`src/rtl/uart_pkg.sv`:
```
// uart_pkg: shared types and constants for the UART TX arbiter slice.
// Build option: define UART_PARITY_EN for 8E1 framing. Leave it undefined for 8N1.
package uart_pkg;

    localparam int   DATA_W      = 8;
    localparam int   DEF_CLK_DIV = 868;
    localparam logic IDLE_LEVEL  = 1'b1;

    typedef enum logic [2:0] {
        IDLE,
        START,
        DATA,
`ifdef UART_PARITY_EN
        PARITY,
`endif
        STOP
    } state_t;

endpackage

```
`src/rtl/uart_tx_arbiter_if.sv`:
```
// uart_tx_arbiter_if: requester-side bus of the UART TX arbiter.
//   req_valid/req_data : per-requester byte offer; byte i is req_data[8i+7:8i]
//   req_ready          : one-cycle accept pulse, one-hot or zero
//   grant_id           : index of the last granted requester
//   master = requester side, slave = arbiter side
interface uart_tx_arbiter_if #(
    parameter int NREQ = 4
);
    logic [NREQ-1:0]                  req_valid;
    logic [NREQ*uart_pkg::DATA_W-1:0] req_data;
    logic [NREQ-1:0]                  req_ready;
    logic [$clog2(NREQ)-1:0]          grant_id;

    modport master (output req_valid, req_data, input req_ready, grant_id);
    modport slave  (input req_valid, req_data, output req_ready, grant_id);
endinterface

```
`src/rtl/uart_tx_core.sv`:
```
// uart_tx_core: serializes one byte per load as a UART frame.
//   CLK, RST : clock, asynchronous active-low reset
//   load     : accepted only in IDLE; data_in is captured on the same edge
//   tx       : serial line, idle high
//   done     : high during the last cycle of STOP (IDLE is entered on the next edge)
//   UART_PARITY_EN : adds an even-parity bit after bit 7 (8E1)
module uart_tx_core
    import uart_pkg::*;
#(
    parameter int CLK_DIV = DEF_CLK_DIV
) (
    input  logic              CLK,
    input  logic              RST,
    input  logic              load,
    input  logic [DATA_W-1:0] data_in,
    output logic              tx,
    output logic              done
);
    localparam int DW = $clog2(CLK_DIV);

    state_t            state;
    logic [DW-1:0]     div;
    logic [2:0]        bit_cnt;
    logic [DATA_W-1:0] shift;
    logic              wrap;
`ifdef UART_PARITY_EN
    logic              par;
`endif

    assign wrap = div == DW'(CLK_DIV - 1);
    assign done = state == STOP && wrap;

    always_ff @(posedge CLK or negedge RST) begin
        if (!RST) begin
            state   <= IDLE;
            div     <= '0;
            bit_cnt <= '0;
            shift   <= '0;
            tx      <= IDLE_LEVEL;
`ifdef UART_PARITY_EN
            par     <= 1'b0;
`endif
        end else if (state == IDLE) begin
            if (load) begin
                state <= START;
                shift <= data_in;
                div   <= '0;
                tx    <= 1'b0;
`ifdef UART_PARITY_EN
                par   <= ^data_in;
`endif
            end
        end else begin
            div <= wrap ? '0 : div + 1'b1;
            if (wrap) begin
                case (state)
                    START: begin
                        state <= DATA;
                        tx    <= shift[0];
                        shift <= shift >> 1;
                    end
                    DATA: begin
                        bit_cnt <= bit_cnt + 1'b1;
                        if (bit_cnt == 3'd7) begin
`ifdef UART_PARITY_EN
                            state <= PARITY;
                            tx    <= par;
`else
                            state <= STOP;
                            tx    <= IDLE_LEVEL;
`endif
                        end else begin
                            tx    <= shift[0];
                            shift <= shift >> 1;
                        end
                    end
`ifdef UART_PARITY_EN
                    PARITY: begin
                        state <= STOP;
                        tx    <= IDLE_LEVEL;
                    end
`endif
                    default: state <= IDLE;
                endcase
            end
        end
    end
endmodule

```
`src/rtl/uart_tx_arbiter.sv`:
```
// uart_tx_arbiter: round-robin sharing of one UART TX line between NREQ requesters.
//   CLK, RST : clock, asynchronous active-low reset
//   bus      : requester valid/data in, ready pulse and grant_id out
//   busy     : high while a frame is being shifted
//   TX       : serial line, idle high
//   UART_PARITY_EN : 8E1 framing instead of 8N1
module uart_tx_arbiter
    import uart_pkg::*;
#(
    parameter int NREQ    = 4,
    parameter int CLK_DIV = DEF_CLK_DIV
) (
    input  logic             CLK,
    input  logic             RST,
    uart_tx_arbiter_if.slave bus,
    output logic             busy,
    output logic             TX
);
    localparam int IW = $clog2(NREQ);

    logic [IW-1:0]     ptr;
    logic [IW-1:0]     winner;
    logic [IW-1:0]     gid;
    logic [NREQ-1:0]   ready;
    logic [DATA_W-1:0] bytes [NREQ];
    logic              go;
    logic              done;

    function automatic logic [IW-1:0] wrap_add(input logic [IW-1:0] a, input int b);
        return IW'((int'(a) + b) % NREQ);
    endfunction

    for (genvar i = 0; i < NREQ; i++) begin : g_byte
        assign bytes[i] = bus.req_data[DATA_W*i +: DATA_W];
    end

    // Scan from the far end back toward ptr so the nearest valid requester wins.
    always_comb begin
        winner = ptr;
        for (int j = NREQ - 1; j >= 0; j--)
            if (bus.req_valid[wrap_add(ptr, j)]) winner = wrap_add(ptr, j);
    end

    assign go = !busy && |bus.req_valid;

    always_ff @(posedge CLK or negedge RST) begin
        if (!RST) begin
            ptr   <= '0;
            gid   <= '0;
            ready <= '0;
            busy  <= 1'b0;
        end else begin
            ready <= go ? NREQ'(1) << winner : '0;
            if (go) begin
                gid  <= winner;
                ptr  <= wrap_add(winner, 1);
                busy <= 1'b1;
            end else if (done) begin
                busy <= 1'b0;
            end
        end
    end

    assign bus.req_ready = ready;
    assign bus.grant_id  = gid;

    uart_tx_core #(.CLK_DIV(CLK_DIV)) u_core (
        .CLK     (CLK),
        .RST     (RST),
        .load    (go),
        .data_in (bytes[winner]),
        .tx      (TX),
        .done    (done)
    );
endmodule

```
`src/flat_wrapper.sv`:
```
// flat-port wrapper written by rule: the top's interface ports become plain ports
module uart_tx_arbiter_flat import uart_pkg::*;
#(
    parameter int NREQ    = 4,
    parameter int CLK_DIV = DEF_CLK_DIV
)
  (CLK, RST, busy, TX, bus_req_valid, bus_req_data, bus_req_ready, bus_grant_id);
  uart_tx_arbiter_if #(.NREQ(NREQ)) bus_i ();
  input  logic CLK;
  input  logic RST;
  output logic busy;
  output logic TX;
  input wire logic [$bits(bus_i.req_valid)-1:0] bus_req_valid;
  input wire logic [$bits(bus_i.req_data)-1:0] bus_req_data;
  output wire logic [$bits(bus_i.req_ready)-1:0] bus_req_ready;
  output wire logic [$bits(bus_i.grant_id)-1:0] bus_grant_id;
  assign bus_i.req_valid = bus_req_valid;
  assign bus_i.req_data = bus_req_data;
  assign bus_req_ready = bus_i.req_ready;
  assign bus_grant_id = bus_i.grant_id;
  uart_tx_arbiter #(.NREQ(NREQ), .CLK_DIV(CLK_DIV)) u_core (.CLK(CLK), .RST(RST), .bus(bus_i), .busy(busy), .TX(TX));
endmodule
```
`config.mk`:
```
export PLATFORM = sky130hd
export DESIGN_NAME = uart_tx_arbiter_flat
export DESIGN_NICKNAME = d
export VERILOG_FILES = /design/src/rtl/uart_pkg.sv /design/src/rtl/uart_tx_arbiter_if.sv /design/src/rtl/uart_tx_core.sv /design/src/rtl/uart_tx_arbiter.sv /design/src/flat_wrapper.sv
export SDC_FILE = /design/constraint.sdc
export NUM_CORES = 1
export LEC_CHECK = 0
export CAP_MARGIN = 5
export CORE_MARGIN = 5
export CORE_UTILIZATION = 35
export CTS_BUF_LIST = sky130_fd_sc_hd__clkbuf_8
export DETAILED_ROUTE_END_ITERATION = 16
export DONT_BUFFER_PORTS = 1
export HOLD_SLACK_MARGIN = 0.15
export PLACE_DENSITY = 0.47
export SLEW_MARGIN = 25
export SYNTH_ARGS = -nofsm -noshare
export SYNTH_HDL_FRONTEND = slang
export SYNTH_HIERARCHICAL = 1
export SYNTH_SLANG_ARGS = --single-unit
```
`constraint.sdc`:
```
create_clock -name CLK -period 2.6 [get_ports CLK]
set_input_delay 0.13 -clock CLK [delete_from_list [all_inputs] [get_ports CLK]]
set_output_delay 0.13 -clock CLK [all_outputs]
set_load 0.01 [all_outputs]
```
# Word level (Yosys, flattened, before mapping)
# Index checks and enable logic that the tools add are counted.
# W data, S select, Z words.
[word_totals]
regBits = 34
latchBits = 0
mem_bits_rw = 0
romBits = 0
in_bits = 38
output_inout_bits = 8
mem_count = 0
[op_classes]
add_sub_neg = 6
n_mul = 0
n_div = 0
n_lt_le_gt_ge = 5
eq_ne = 8
shifts = 1
mux = 36
n_bitwise = 2
reduce_logical = 12
[op_table]
columns = ["cell", "count"]
rows = [
  ["$mux W8", 6],
  ["$mux W10", 3],
  ["$bmux W8 S2", 1],
  ["$pmux W8 S2", 1],
  ["$lt A2 B3 Y1 const B", 4],
  ["$mux W3", 4],
  ["$add A10 B1 Y10 const B", 1],
  ["$eq A10 B10 Y1 const B", 1],
  ["$mux W1", 10],
  ["$reduce_and A3 Y1", 3],
  ["$bmux W1 S2", 4],
  ["$mux W2", 4],
  ["$eq A3 B2 Y1 const B", 2],
  ["$ne A3 B3 Y1 const B", 2],
  ["$pmux W3 S2", 1],
  ["$add A2 B1 Y2 const B", 2],
  ["$add A2 B2 Y2 const B", 2],
  ["$mux W4", 1],
  ["$reduce_and A4 Y1", 1],
  ["$reduce_bool A2 Y1", 2],
  ["$reduce_or A4 Y1", 1],
  ["$shl A1 B2 Y4 const A", 1],
  ["$add A3 B1 Y3 const B", 1],
  ["$eq A3 B1 Y1 const B", 1],
  ["other kinds (10)", 11],
]

# Longest topological paths before layout
[depth]
ltp_word = 13
depth_mapped = 9

# Cells and area by module
# The synthesis kept the hierarchy.
[by_module_without_submodules]
columns = ["module", "n_inst", "cells_each", "area_per_inst_um2", "seq_area_each_um2"]
rows = [
  ["uart_tx_core", 1, 121, 1327.5, 601.8],
  ["uart_tx_arbiter", 1, 85, 803.3, 225.2],
]

# Worst setup path after synthesis
# No wires, ideal clock.
[synth_path]
kind = "flip-flop to flip-flop"
from = "reg u_core.ptr[0]"
to = "reg u_core.u_core.shift[0]"
setup_time_ns = 0.125
arrival_time_ns = 1.807
required_ns = 2.475
setup_slack_ns = 0.668
path_stages_with_launch = 9
n_path_buf = 1
period_less_slack_ns = 1.932
cell_sequence = "dfrtp_1 -> and2b_1 -> a2bb2oi_2 -> o211ai_2 -> buf_6 -> mux2i_1 -> mux2i_1 -> mux2_2 -> mux2_2"
[synth_via]
elab_chain_cells = 13
word_cells_on_any_way = 21
classes_between = "add/sub: 3; mux: 17; bitwise: 1"
[synth_lines]
columns = ["item", "line", "rtl"]
rows = [
  ["start, declared", "uart_tx_arbiter.sv:21", "logic [IW-1:0] ptr;"],
  ["start signal, assigned", "uart_tx_arbiter.sv:56", "ptr <= wrap_add(winner, 1);"],
  ["$add A2 B2 Y2", "uart_tx_arbiter.sv:30", "return IW'((int'(a) + b) % NREQ);"],
  ["$bmux W1 S2", "uart_tx_arbiter.sv:41", "if (bus.req_valid[wrap_add(ptr, j)]) winner = wrap_add(ptr, j);"],
  ["$mux W1 (not written as such)", "uart_tx_arbiter.sv:41", ""],
  ["$mux W2 (3 in series)", "uart_tx_arbiter.sv:41", ""],
  ["$mux W2 (*)", "uart_tx_arbiter.sv:41", ""],
  ["$not A2 Y3 (not written as such) (*)", "uart_tx_arbiter.sv:71", ".data_in (bytes[winner]),"],
  ["$bmux W8 S2 (*)", "uart_tx_arbiter.sv:71", ""],
  ["$mux W8 (not written as such) (*) (2 in series)", "uart_tx_arbiter.sv:71", ""],
  ["$mux W8 (*)", "uart_tx_core.sv:44", "if (load) begin"],
  ["$mux W8 (*)", "uart_tx_core.sv:43", "end else if (state == IDLE) begin"],
  ["end signal, assigned", "uart_tx_core.sv:46", "shift <= data_in;"],
  ["end signal, assigned", "uart_tx_core.sv:60", "shift <= shift >> 1;"],
  ["end signal, assigned", "uart_tx_core.sv:74", "shift <= shift >> 1;"],
  ["end, declared", "uart_tx_core.sv:24", "logic [DATA_W-1:0] shift;"],
]
# Every way passes the cells marked *; elsewhere a longest branch is shown, timed or not. The select of a mux whose other input is x is not followed.
# A chain may end at the register's enable or synchronous reset.

# Worst setup path in the final report
[layout_path]
from = "reg u_core.ptr[0]"
to = "reg u_core.ptr[1]"
[layout_via]
elab_chain_cells = 8
word_cells_on_any_way = 16
classes_between = "add/sub: 4; mux: 12"
[layout_lines]
columns = ["item", "line"]
rows = [
  ["$add A2 B2 Y2", "uart_tx_arbiter.sv:30"],
  ["$bmux W1 S2", "uart_tx_arbiter.sv:41"],
  ["$mux W1 (not written as such)", "uart_tx_arbiter.sv:41"],
  ["$mux W2 (3 in series)", "uart_tx_arbiter.sv:41"],
  ["$mux W2 (*)", "uart_tx_arbiter.sv:41"],
  ["$add A2 B1 Y2 (*)", "uart_tx_arbiter.sv:30"],
]
# Marked as above.

==> results.cfg <==
[logic_synthesis]
synth_cell_types = 56
synthArstFlopShare_pct = 100
synthFlopType = dfrtp_1
synth_cells = 206
syn_area_sq_mm = 0.00213
synth-seq-area-share_pct = 38.8
ys_warn_count = 6
ys_ff_latch = 33
synth.net_count = 251
avgSynthCellArea_sq_um = 10.3
synth-edff-count = 0

[flow_run]
cap_violations = 0

[hold_path]
whs_endpoint = u_core/busy
hp-class = input port to register
min_from = bus_req_valid[2]
hold_depth = 3

[routing]
drtIter0Drc = 64
avgViaCountPerCell = 5.44
drt-total-wl_microns = 4730
first_pass_iters = 4
remaining_drc_errors = 0
antenna_left = 0
routedWlPerCell_microns = 16.4
vias = 1567

[sta]
tightest_slew_ns = 0.524
fin_setup_tns_ns = 0
setup_violations = 0
timing.final.crit_share_pct = 91.6
hold_violations = 0
rsz0062_at_grt = no
fin_skew_ns = 0.00420
final.min_clock_period_ns = 2.38
slew_headroom_pct = 65.0
slew_viol_final = 0
clock.fmax_ghz = 0.420
whs_ns = 0.215

[grt]
antenna_found_initial = 0
grt-ovfl-total = 0
grt_usage_pct = 12.6
grt_pass1_wl_microns = 7620
grt_max_degree = 34
grt_pass1_vias = 1595

[placed_design]
dp_hpwl_microns = 3490
port_buffers = 0
finalWeightedCongestion = 0.872
dpl_cell_area_sq_mm = 0.00218

[setup_path]
endpoint_kind = register
regToRegEndpoint = u_core/ptr[1]
rr_worst_depth = 7
worstSetupPathType = register to register
cp-start-kind = register
required_ns = 2.82
arrival_ns = 2.60
critical_path_peak_fanout = 7
rrSetupSlack_ns = 0.22
worstReg2RegStart = u_core/ptr[0]

[cells_and_area]
nets = 257
seq_area_sq_um = 827
antenna_cells = 0
areaGrowthSynthToFinish_pct = 8.81
design_area_sq_mm = 0.00232
utilization_pct = 39.2
fill_cells = 582
multi_input_area_sq_mm = 0.00120
drive_gt1_share_pct = 21.1

[cts]
cts_buffer_depth = 2
cts_htree_levels = 2
cts_buffers = 5
post_cts_buffers = 0
clock_sinks = 33
clk_pin_slew_ns = 0.07
clock_latency_ns = 0.28
cts_tree = done
root_buffer = clkbuf_8

[die]
fp.dieH_microns = 88.0
pin_count = 46
die_x_microns = 88.0
rows = 28
start_util_pct = 36.0
die-area_sq_mm = 0.00775
coreArea_sq_mm = 0.00592

[power_and_ir_drop]
leakage_nw = 1.08
power_density_mw_per_mm2 = 440
finalPower_mw = 1.02
peakVddDrop_mv = 0.228

[run_status]
status = complete, no violations
==> where the power goes <==
part / switching (mW) / leakage [nW] / internal (mW)
logic: 0.0644 / 0.611 / 0.0611
clock network: 0.187 / 0.0491 / 0.181
registers: 0.00878 / 0.421 / 0.518
==> cell usage in the layout, fill, tap and decap left out, drive strengths merged, types with 2 or more instances in the layout <==
master       instances
a41oi                2
nor3                 3
clkbuf               5
o211ai               2
nand2b               2
dfrtp               32
a32oi                2
o21ai               13
dlygate4sd3          4
nand2               21
and2                 2
and3                 2
nand3                7
a21oi                6
a21o                 3
nor2                13
mux2                18
mux2i               24
nor2b                4
clkinv               2
a22o                 2
inv                  9
buf                  4
ha                   7
==> cells by family (layout without fill, tap and decap cells) <==
logic type / count (synthesis) / in the layout / synth area share, %
buffers and inverters: 17 / 24 / 4.76
xor gates and xnor gates: 2 / 2 / 0.822
AOI/OAI and AO/OA: 42 / 42 / 14.5
adders and majority gates: 7 / 7 / 4.11
and+or+nand+nor: 63 / 63 / 16.2
DFF: 33 / 33 / 38.8
muxes: 42 / 42 / 20.8
==> flip-flops by register name (all words and copies together), names as in the netlist <==
register               cells
u_core/bus.grant_id        2
u_core/bus.req_ready       4
u_core/busy                1
u_core/ptr                 2
u_core/u_core/bit_cnt      3
u_core/u_core/div         10
u_core/u_core/shift        8
u_core/u_core/state        2
u_core/u_core/tx           1
==> cell type report <==
class,instances,area share [%]
clock buffer,5,2.97
clock inverter,3,0.594
inverter,8,1.30
multi-input combinational,156,51.9
sequential,33,35.7
tap,75,4.05
timing repair buffer,8,3.56
==> critical path: stages (launching register included) <==
cell and delay [ns]:
dfrtp_1 0.46, nor2b_1 0.26, nor2_1 0.07, a22oi_1 0.18, nor2_1 0.06, dlygate4sd3_1 0.55, o21ai_0 0.18, dlygate4sd3_1 0.57
==> layer usage <==
layer	GRT usage, %	vias up	wire length (microns)
li1	-	759	-
met1	15.4	757	2090
met2	21.0	43	2340
met3	3.29	8	232
met4	5.49	0	69
met5	0	-	0
==> cells in the mapped netlist (all sizes together) (4+ instances only) <==
library cell / count / share of area (%)
dfrtp: 32 / 38
inv: 8 / 1.4
nand3: 7 / 1.6
mux2i: 24 / 11
buf: 6 / 2.8
a21oi: 6 / 1.6
nor2b: 4 / 1.2
nor2: 13 / 2.5
nand2: 21 / 4.2
ha: 7 / 4.1
mux2: 18 / 9.5
o21ai: 13 / 3.2
==> how the worst max path moves through the flow <==
| stage | startpoint | slack (ns) | end | cells past startpoint |
|---|---|---|---|---|
| 3_5_place_dp | u_core/ptr[0] | 0.37 | u_core/u_core/shift[1] | 8 |
| 5_1_grt | u_core/ptr[0] | 0.03 | u_core/ptr[1] | 7 |
| 3_3_place_gp | u_core/ptr[0] | 0.44 | u_core/u_core/shift[6] | 8 |
| 6_report | u_core/ptr[0] | 0.22 | u_core/ptr[1] | 7 |
| 2_1_floorplan | u_core/ptr[0] | 0.67 | u_core/u_core/shift[0] | 8 |
| 4_1_cts | u_core/ptr[0] | 0.28 | u_core/ptr[1] | 7 |
==> metrics by stage <==
stage          instances  setup slack, ns
2_1_floorplan        206            0.668
3_3_place_gp         275            0.440
3_5_place_dp         275            0.373
4_1_cts              288            0.281
5_1_grt              288           0.0273
6_report             288            0.220
==> timing repair <==
item	CTS	global route
resized for setup	0	0
endpoints found under the hold margin	34	0
hold buffers	5	0
Power figures use the tool's default switching activity.
